$ cat src/rtl/hazard_fwd_ctrl_pkg.sv
// hazard_fwd_ctrl_pkg: shared encodings for the EX-stage forwarding controller.
package hazard_fwd_ctrl_pkg;

  // EX operand mux (bit32_mux3to1) select encoding; 2'b11 is never produced
  localparam logic [1:0] FWD_SEL_RF    = 2'b00;
  localparam logic [1:0] FWD_SEL_EXMEM = 2'b01;
  localparam logic [1:0] FWD_SEL_MEMWB = 2'b10;

  // GPR index hard-wired to zero; never a real producer
  localparam int REG_ZERO = 0;

endpackage

$ cat src/rtl/hazard_src_match.sv
// hazard_src_match: compares one ID source register against the ex/mem shadows.
// The nearest producer wins the select. load_hit flags a load in EX that this
// source needs, which cannot be forwarded in time.
module hazard_src_match
  import hazard_fwd_ctrl_pkg::*;
#(
  parameter int REG_AW = 5
) (
  input  logic              src_en,
  input  logic [REG_AW-1:0] src,
  input  logic              ex_regwrite,
  input  logic              ex_memread,
  input  logic [REG_AW-1:0] ex_dest,
  input  logic              mem_regwrite,
  input  logic [REG_AW-1:0] mem_dest,
  output logic [1:0]        sel,
  output logic              load_hit
);

  logic ex_hit;
  logic mem_hit;

  assign ex_hit  = src_en && ex_regwrite && (ex_dest != REG_AW'(REG_ZERO)) && (ex_dest == src);
  assign mem_hit = src_en && mem_regwrite && (mem_dest != REG_AW'(REG_ZERO)) && (mem_dest == src);
  assign load_hit = ex_hit && ex_memread;

  // priority select: the younger producer (in EX now) shadows the older one
  always_comb begin
    sel = FWD_SEL_RF;
    if (ex_hit)       sel = FWD_SEL_EXMEM;
    else if (mem_hit) sel = FWD_SEL_MEMWB;
  end

endmodule

$ cat src/rtl/hazard_fwd_ctrl.sv
// hazard_fwd_ctrl: forwarding/load-use controller for the 5-stage MIPS EX stage.
// Shadows dest/control of the instructions in EX and MEM, registers forward
// selects one cycle ahead of use, and raises a one-cycle load-use stall.
// Optional build macro HAZ_PERF_CNT_EN adds the saturating stall_cnt output
// and its CNT_W parameter.
// A WB shadow is not kept: selects are computed while the consumer is still in
// ID, so the ex/mem shadows already cover the EX/MEM and MEM/WB mux inputs.
module hazard_fwd_ctrl
  import hazard_fwd_ctrl_pkg::*;
#(
  parameter int REG_AW = 5
`ifdef HAZ_PERF_CNT_EN
  ,
  parameter int CNT_W  = 16
`endif
) (
  input  logic              clk,
  input  logic              reset_n,
  input  logic              id_valid,
  input  logic [REG_AW-1:0] id_rs,
  input  logic [REG_AW-1:0] id_rt,
  input  logic              id_uses_rt,
  input  logic [REG_AW-1:0] id_dest,
  input  logic              id_regwrite,
  input  logic              id_memread,
  input  logic              flush,
  output logic [1:0]        fwd_a_sel,
  output logic [1:0]        fwd_b_sel,
`ifdef HAZ_PERF_CNT_EN
  output logic [CNT_W-1:0]  stall_cnt,
`endif
  output logic              stall
);

  localparam int NUM_SRC = 2;  // lane 0 = rs (operand A), lane 1 = rt (operand B)

  // shadow registers of the instructions now in EX and MEM
  logic              ex_regwrite, ex_memread;
  logic [REG_AW-1:0] ex_dest;
  logic              mem_regwrite;
  logic [REG_AW-1:0] mem_dest;

  logic [NUM_SRC-1:0][REG_AW-1:0] src;
  logic [NUM_SRC-1:0]             src_en;
  logic [NUM_SRC-1:0][1:0]        sel;
  logic [NUM_SRC-1:0]             load_hit;
  logic                           advance;

  assign src    = {id_rt, id_rs};
  assign src_en = {id_uses_rt, 1'b1};

  for (genvar i = 0; i < NUM_SRC; i++) begin : g_src
    hazard_src_match #(.REG_AW(REG_AW)) u_match (
      .src_en       (src_en[i]),
      .src          (src[i]),
      .ex_regwrite  (ex_regwrite),
      .ex_memread   (ex_memread),
      .ex_dest      (ex_dest),
      .mem_regwrite (mem_regwrite),
      .mem_dest     (mem_dest),
      .sel          (sel[i]),
      .load_hit     (load_hit[i])
    );
  end

  // flush outranks stall: a squashed consumer never needs to wait
  assign stall   = id_valid && !flush && (|load_hit);
  assign advance = id_valid && !stall && !flush;

  // shadow pipe: ID->EX takes a bubble unless a real instruction advances
  always_ff @(posedge clk or negedge reset_n) begin
    if (!reset_n) begin
      ex_regwrite  <= 1'b0;
      ex_memread   <= 1'b0;
      ex_dest      <= '0;
      mem_regwrite <= 1'b0;
      mem_dest     <= '0;
    end else begin
      mem_regwrite <= ex_regwrite;
      mem_dest     <= ex_dest;
      if (advance) begin
        ex_regwrite <= id_regwrite;
        ex_memread  <= id_memread;
        ex_dest     <= id_dest;
      end else begin
        ex_regwrite <= 1'b0;
        ex_memread  <= 1'b0;
        ex_dest     <= '0;
      end
    end
  end

  // forward selects registered on the ID->EX edge, held for the EX cycle
  always_ff @(posedge clk or negedge reset_n) begin
    if (!reset_n) begin
      fwd_a_sel <= FWD_SEL_RF;
      fwd_b_sel <= FWD_SEL_RF;
    end else if (advance) begin
      fwd_a_sel <= sel[0];
      fwd_b_sel <= sel[1];
    end else begin
      fwd_a_sel <= FWD_SEL_RF;
      fwd_b_sel <= FWD_SEL_RF;
    end
  end

`ifdef HAZ_PERF_CNT_EN
  // saturating count of stall cycles, cleared only by reset
  always_ff @(posedge clk or negedge reset_n) begin
    if (!reset_n)                     stall_cnt <= '0;
    else if (stall && stall_cnt != '1) stall_cnt <= stall_cnt + 1'b1;
  end
`endif

endmodule
$ cat config.mk
export PLATFORM = sky130hd
export DESIGN_NAME = hazard_fwd_ctrl
export DESIGN_NICKNAME = d
export VERILOG_FILES = /design/src/rtl/hazard_fwd_ctrl_pkg.sv /design/src/rtl/hazard_src_match.sv /design/src/rtl/hazard_fwd_ctrl.sv
export SDC_FILE = /design/constraint.sdc
export NUM_CORES = 1
export LEC_CHECK = 0
export ABC_AREA = 0
export CORE_MARGIN = 4
export CORE_UTILIZATION = 28
export DETAILED_ROUTE_END_ITERATION = 10
export DONT_BUFFER_PORTS = 1
export GPL_ROUTABILITY_DRIVEN = 0
export SLEW_MARGIN = 10
export SYNTH_ARGS = -nofsm -noshare
export SYNTH_HDL_FRONTEND = slang
export SYNTH_SLANG_ARGS = --single-unit
export TNS_END_PERCENT = 5
$ cat constraint.sdc
create_clock -name clk -period 2.13 [get_ports clk]
set_clock_uncertainty 0.2 [all_clocks]
set_input_delay 0.426 -clock clk [delete_from_list [all_inputs] [get_ports clk]]
set_output_delay 0.426 -clock clk [all_outputs]
set_load 0.01 [all_outputs]
-- After elaboration in Yosys (flattened, before gate mapping)
Cells that the tools add are included.
Widths: inputs -> output; s select.
- register bits: 17
- latch bits: 0
- RAM bits: 0
- ROM bits: 0
- input bits: 22
- output and inout port bits: 5
- logic and storage cells: 41
- memories: 0
- add/sub/neg operators: 0
- multipliers: 0
- divide/modulo/power cells: 0
- order comparisons: 0
- equality and inequality tests: 4
- shifts and indexed selects: 0
- mux-type cells: 9
- bitwise logic cells: 0
- reduce and logical (&&, ||, !) cells: 21
- operator list (cell ; number):
    $eq 5x5->1 ; 4
    $logic_and 1x1->1 ; 16
    $mux 2 ; 6
    $reduce_bool 5->1 ; 2
    $mux 5 ; 1
    $logic_not 1->1 ; 2
    $mux 1 ; 2
    $reduce_or 2->1 ; 1

-- Depth between registers and ports, before layout
- word-level depth: 10
- gate-level depth with buffers: 4
- mapped depth without buffers: 4

-- Hierarchy
Synthesis repeated with hierarchy kept, for this count alone.
- cells, all modules: 79
- area total of the unflattened synthesis: 902.1 um^2
- modules (own cells, without submodules) (module ; times used ; cells an instance ; area each (um^2) ; sequential area each (um^2)):
    hazard_fwd_ctrl ; 1 ; 33 ; 554.3 ; 425.4
    hazard_src_match ; 2 ; 23 ; 173.9 ; 0.0

-- Worst setup path before layout
OpenSTA, ideal clock, no wires.
- kind: register to output
- from: register ex_dest[0]
- to: output stall
- arrival time: 1.409 ns
- data required time: 1.504 ns
- path slack: 0.095 ns
- stages on the path, launching flop included: 5
- path buffers: 0
- cell sequence: dfrtp_1 > or4_1 > o21ai_2 > nor2_2 > and3_1
- cells in the longest elaborated chain, start to end: 6
- elaborated cells on any way between the ends: 11
- classes of those cells: eq/ne: 2; reduce/logical: 9
- ends and longest elaborated chain (element ; RTL line ; text):
    from (decl) ; hazard_fwd_ctrl.sv:39 ; logic [REG_AW-1:0] ex_dest;
    from (signal assigned) ; hazard_fwd_ctrl.sv:84 ; ex_dest <= id_dest;
    $reduce_bool 5->1 ; hazard_src_match.sv:23 ; assign ex_hit = src_en && ex_regwrite && (ex_dest != REG_AW'(REG_ZERO)) && (ex_dest == src);
    $logic_and 1x1->1 (2 in a row) ; hazard_src_match.sv:23 ;
    $logic_and 1x1->1 ; hazard_src_match.sv:25 ; assign load_hit = ex_hit && ex_memread;
    $reduce_or 2->1 * ; hazard_fwd_ctrl.sv:67 ; assign stall = id_valid && !flush && (|load_hit);
    $logic_and 1x1->1 * ; hazard_fwd_ctrl.sv:67 ;
    to (decl) ; hazard_fwd_ctrl.sv:32 ; output logic stall
Every way passes the cells marked *; elsewhere a longest branch is shown, timed or not.

-- Worst setup path in the final report
- from: register ex_dest[1]
- to: output stall
The elaborated chain is that of the path after synthesis.

==> flow_metrics.py <==
metrics = {
    "timing": {
        "slew_violations": 0,
        "setup_viol_count_final": 1,
        "max_freq_ghz": 0.445,
        "period_share_pct": 105,
        "rsz0062_at_grt": "yes",
        "slew_headroom_pct": 50.6,
        "tns_ns": -0.116,
        "layout_setup_ws_ns": -0.116,
        "min_period_ns": 2.25,
        "worstMarginPinSlew_ns": 0.739,
        "hold_viol": 0,
    },
    "cts": {
        "cts-root-buf": "clkbuf_4",
        "clock-sinks": 17,
        "tritoncts": "done",
        "insertion_delay_ns": 0.29,
        "h-tree-depth": 1,
        "clkTransAtPathRegs_ns": 0.10,
        "clk_path_buf_depth": 2,
        "numCtsBuffers": 3,
    },
    "synthesis": {
        "yosys.area_share.simple_pct": 14.8,
        "synth_mux_area_share_pct": 0,
        "synth.distinct_cells": 19,
        "synth_xor_area_share_pct": 21.3,
        "synth_compound_area_share_pct": 11.1,
        "syn_area_um2": 821,
        "synthAdderAreaFrac_pct": 0,
        "yosysWarnings": 0,
        "syn_area_per_cell_um2": 11.1,
        "synth_top_family_by_area": "XOR/XNOR gates",
        "netlist_instances": 74,
        "synth_seq_cells": 17,
        "syn_nets": 96,
        "ys_seq_area_share_pct": 51.8,
    },
    "layout": {
        "area_growth_pct": 20.9,
        "nNetsFinal": 109,
        "drive_gt1_share_pct": 24.4,
        "stdcell_area_um2": 992,
        "diodes": 0,
    },
    "floorplan": {
        "initial_utilization_pct": 29.5,
        "die_area_um2": 3860,
        "die_w_um": 62.1,
        "fp-row-count": 19,
        "ios": 27,
        "core_area_um2": 2780,
        "die_h_um": 62.1,
    },
    "critical_path": {
        "regToRegSetupSlack_ns": 0.22,
        "crit_path_max_fanout": 2,
        "ff2ff_path_depth": 6,
        "worst_ep_arrival_time_ns": 1.62,
        "cp-end-kind": "output port",
        "crit_end": "stall",
        "crit_start": "ex_dest[1]",
        "r2r-end": "fwd_a_sel[0]",
        "worstSetupPathType": "reg2out",
        "cp-start-kind": "flop",
        "worstReg2RegStart": "ex_dest[1]",
        "cp.required_ns": 1.50,
    },
    "pwr": {
        "p_total_uw": 583,
        "p_leak_nw": 0.444,
        "powerDensity_nw_per_um2": 588,
        "vdd_drop_max_uv": 356,
    },
    "grt": {
        "grt.total_usage_pct": 10.2,
        "grt.busiest_layer": "met2",
        "gr-usage-met3_pct": 4.86,
        "first_global_vias": 657,
        "globalRouteOverflowTotal": 0,
        "grt.met2_usage_pct": 16.8,
        "antenna_found_initial": 0,
        "met1_usage_pct": 11.5,
        "grt_pass1_wl_um": 3100,
        "grt_max_degree": 18,
    },
    "run": {
        "drv_cap": 0,
    },
    "placement": {
        "dpl-instance-area_um2": 893,
        "numPortBuffers": 0,
        "detailed_place_hpwl_um": 1500,
        "dpl_worst_slack_ns": 0.146,
    },
    "drt": {
        "ant_nets": 0,
        "dr.pass1.iters": 4,
        "drt-wirelength-per-cell_um": 16.4,
        "wl_um": 1910,
        "drc_errors": 0,
        "drt_iter0_drc": 10,
        "routed_via_density": 4.97,
        "vias": 582,
    },
    "worst_hold_path": {
        "hp-class": "in2reg",
        "worstHoldStart": "id_memread",
    },
    "status": {
        "failed_checks": "setup timing",
        "status": "finished with violations",
    },
}
[how the worst min path moves through the flow]
| stage | end | slack, ns | depth (start not counted) |
|---|---|---|---|
| after floorplan | ex_dest[0] | -0.07 | 0 |
| after global placement | mem_dest[3] | -0.07 | 0 |
| after detailed placement | mem_dest[3] | -0.07 | 0 |
| after CTS | ex_memread | 0.03 | 2 |
| after global routing | ex_regwrite | 0.02 | 2 |
| final | ex_memread | 0.03 | 2 |
[report_power, final]
group / internal [mW] / switching [mW]
registers: 0.332 / 0.0102
logic: 0.0395 / 0.0343
clock network: 0.0696 / 0.0976
[metal layers]
metal / wire length [µm] / up-vias / part of all wire, %
li1: - / 280 / -
met1: 799 / 280 / 42
met2: 933 / 20 / 49
met3: 169 / 2 / 8.8
met4: 10 / 0 / 0.52
met5: 0 / - / 0
[sequential cells by signal, summed over array words and instances (netlist names)]
name,flops
fwd_b_sel,2
ex_dest,5
ex_memread,1
ex_regwrite,1
fwd_a_sel,2
mem_regwrite,1
mem_dest,5
[kinds of logic (layout without fill, tap and decap cells)]
kind of cell    after synthesis  count (layout)
compound gates               12              12
flops                        17              17
buf+inv                       2              14
simple gates                 23              23
xor+xnor                     20              20
[cells in the mapped netlist]
cell | count | share of area (%)
dfrtp_1 | 17 | 52
xnor2_1 | 12 | 13
nand2_1 | 8 | 3.7
xor2_1 | 8 | 8.5
a21oi_1 | 7 | 4.3
nand4_1 | 4 | 3.0
and3_1 | 3 | 2.3
nor3_1 | 3 | 1.8
a211oi_2 | 2 | 3.0
clkbuf_1 | 1 | 0.46
inv_1 | 1 | 0.46
nor2_2 | 1 | 0.76
nor2b_1 | 1 | 0.76
nor4_1 | 1 | 0.76
o21ai_2 | 1 | 1.1
o22ai_2 | 1 | 1.5
o311a_1 | 1 | 1.2
or3_1 | 1 | 0.76
or4_1 | 1 | 0.91
[cell type report]
type	count	area, µm²
multi-input combinational	55	419
clock buffer	3	22.5
sequential	17	425
inverter	1	3.75
timing repair buffer	9	77.6
clock inverter	1	5.00
fill	268	1790
tap	31	38.8
[metrics by stage]
step	hold WS (ns)	instances	util [%]
final	0.0332	117	35.7
after CTS	0.0303	116	34.3
after global routing	0.0227	117	35.7
after global placement	-0.0692	109	32.1
after detailed placement	-0.0692	109	32.1
after floorplan	-0.0696	74	-
[critical path: stages (launching register included)]
cell	delay, ns
dfrtp_1	0.40
or4_4	0.55
o21ai_4	0.16
nor2_2	0.06
and3_4	0.18
[cell usage in the layout (no fill, tap or decap), types with 2 or more instances in the layout]
cell | netlist | final
dfrtp_1 | 17 | 17
xnor2_1 | 12 | 10
xor2_1 | 8 | 8
nand2_1 | 8 | 8
a21oi_1 | 7 | 7
buf_4 | 0 | 6
nand4_1 | 4 | 4
nor3_1 | 3 | 3
clkbuf_4 | 0 | 3
xnor2_2 | 0 | 2
and3_1 | 3 | 2
a211oi_2 | 2 | 2
buf_6 | 0 | 2
[what timing repair did]
| item | 4_1_cts | 5_1_grt |
|---|---|---|
| hold buffers | 1 | 0 |
| endpoints found under the hold margin | 17 | 0 |
| gates resized for setup | 2 | 5 |
| setup endpoints to repair | 1 | 1 |
| setup buffers | 2 | 1 |
| pin swaps | 1 | 6 |
Power figures use the tool's default switching activity.
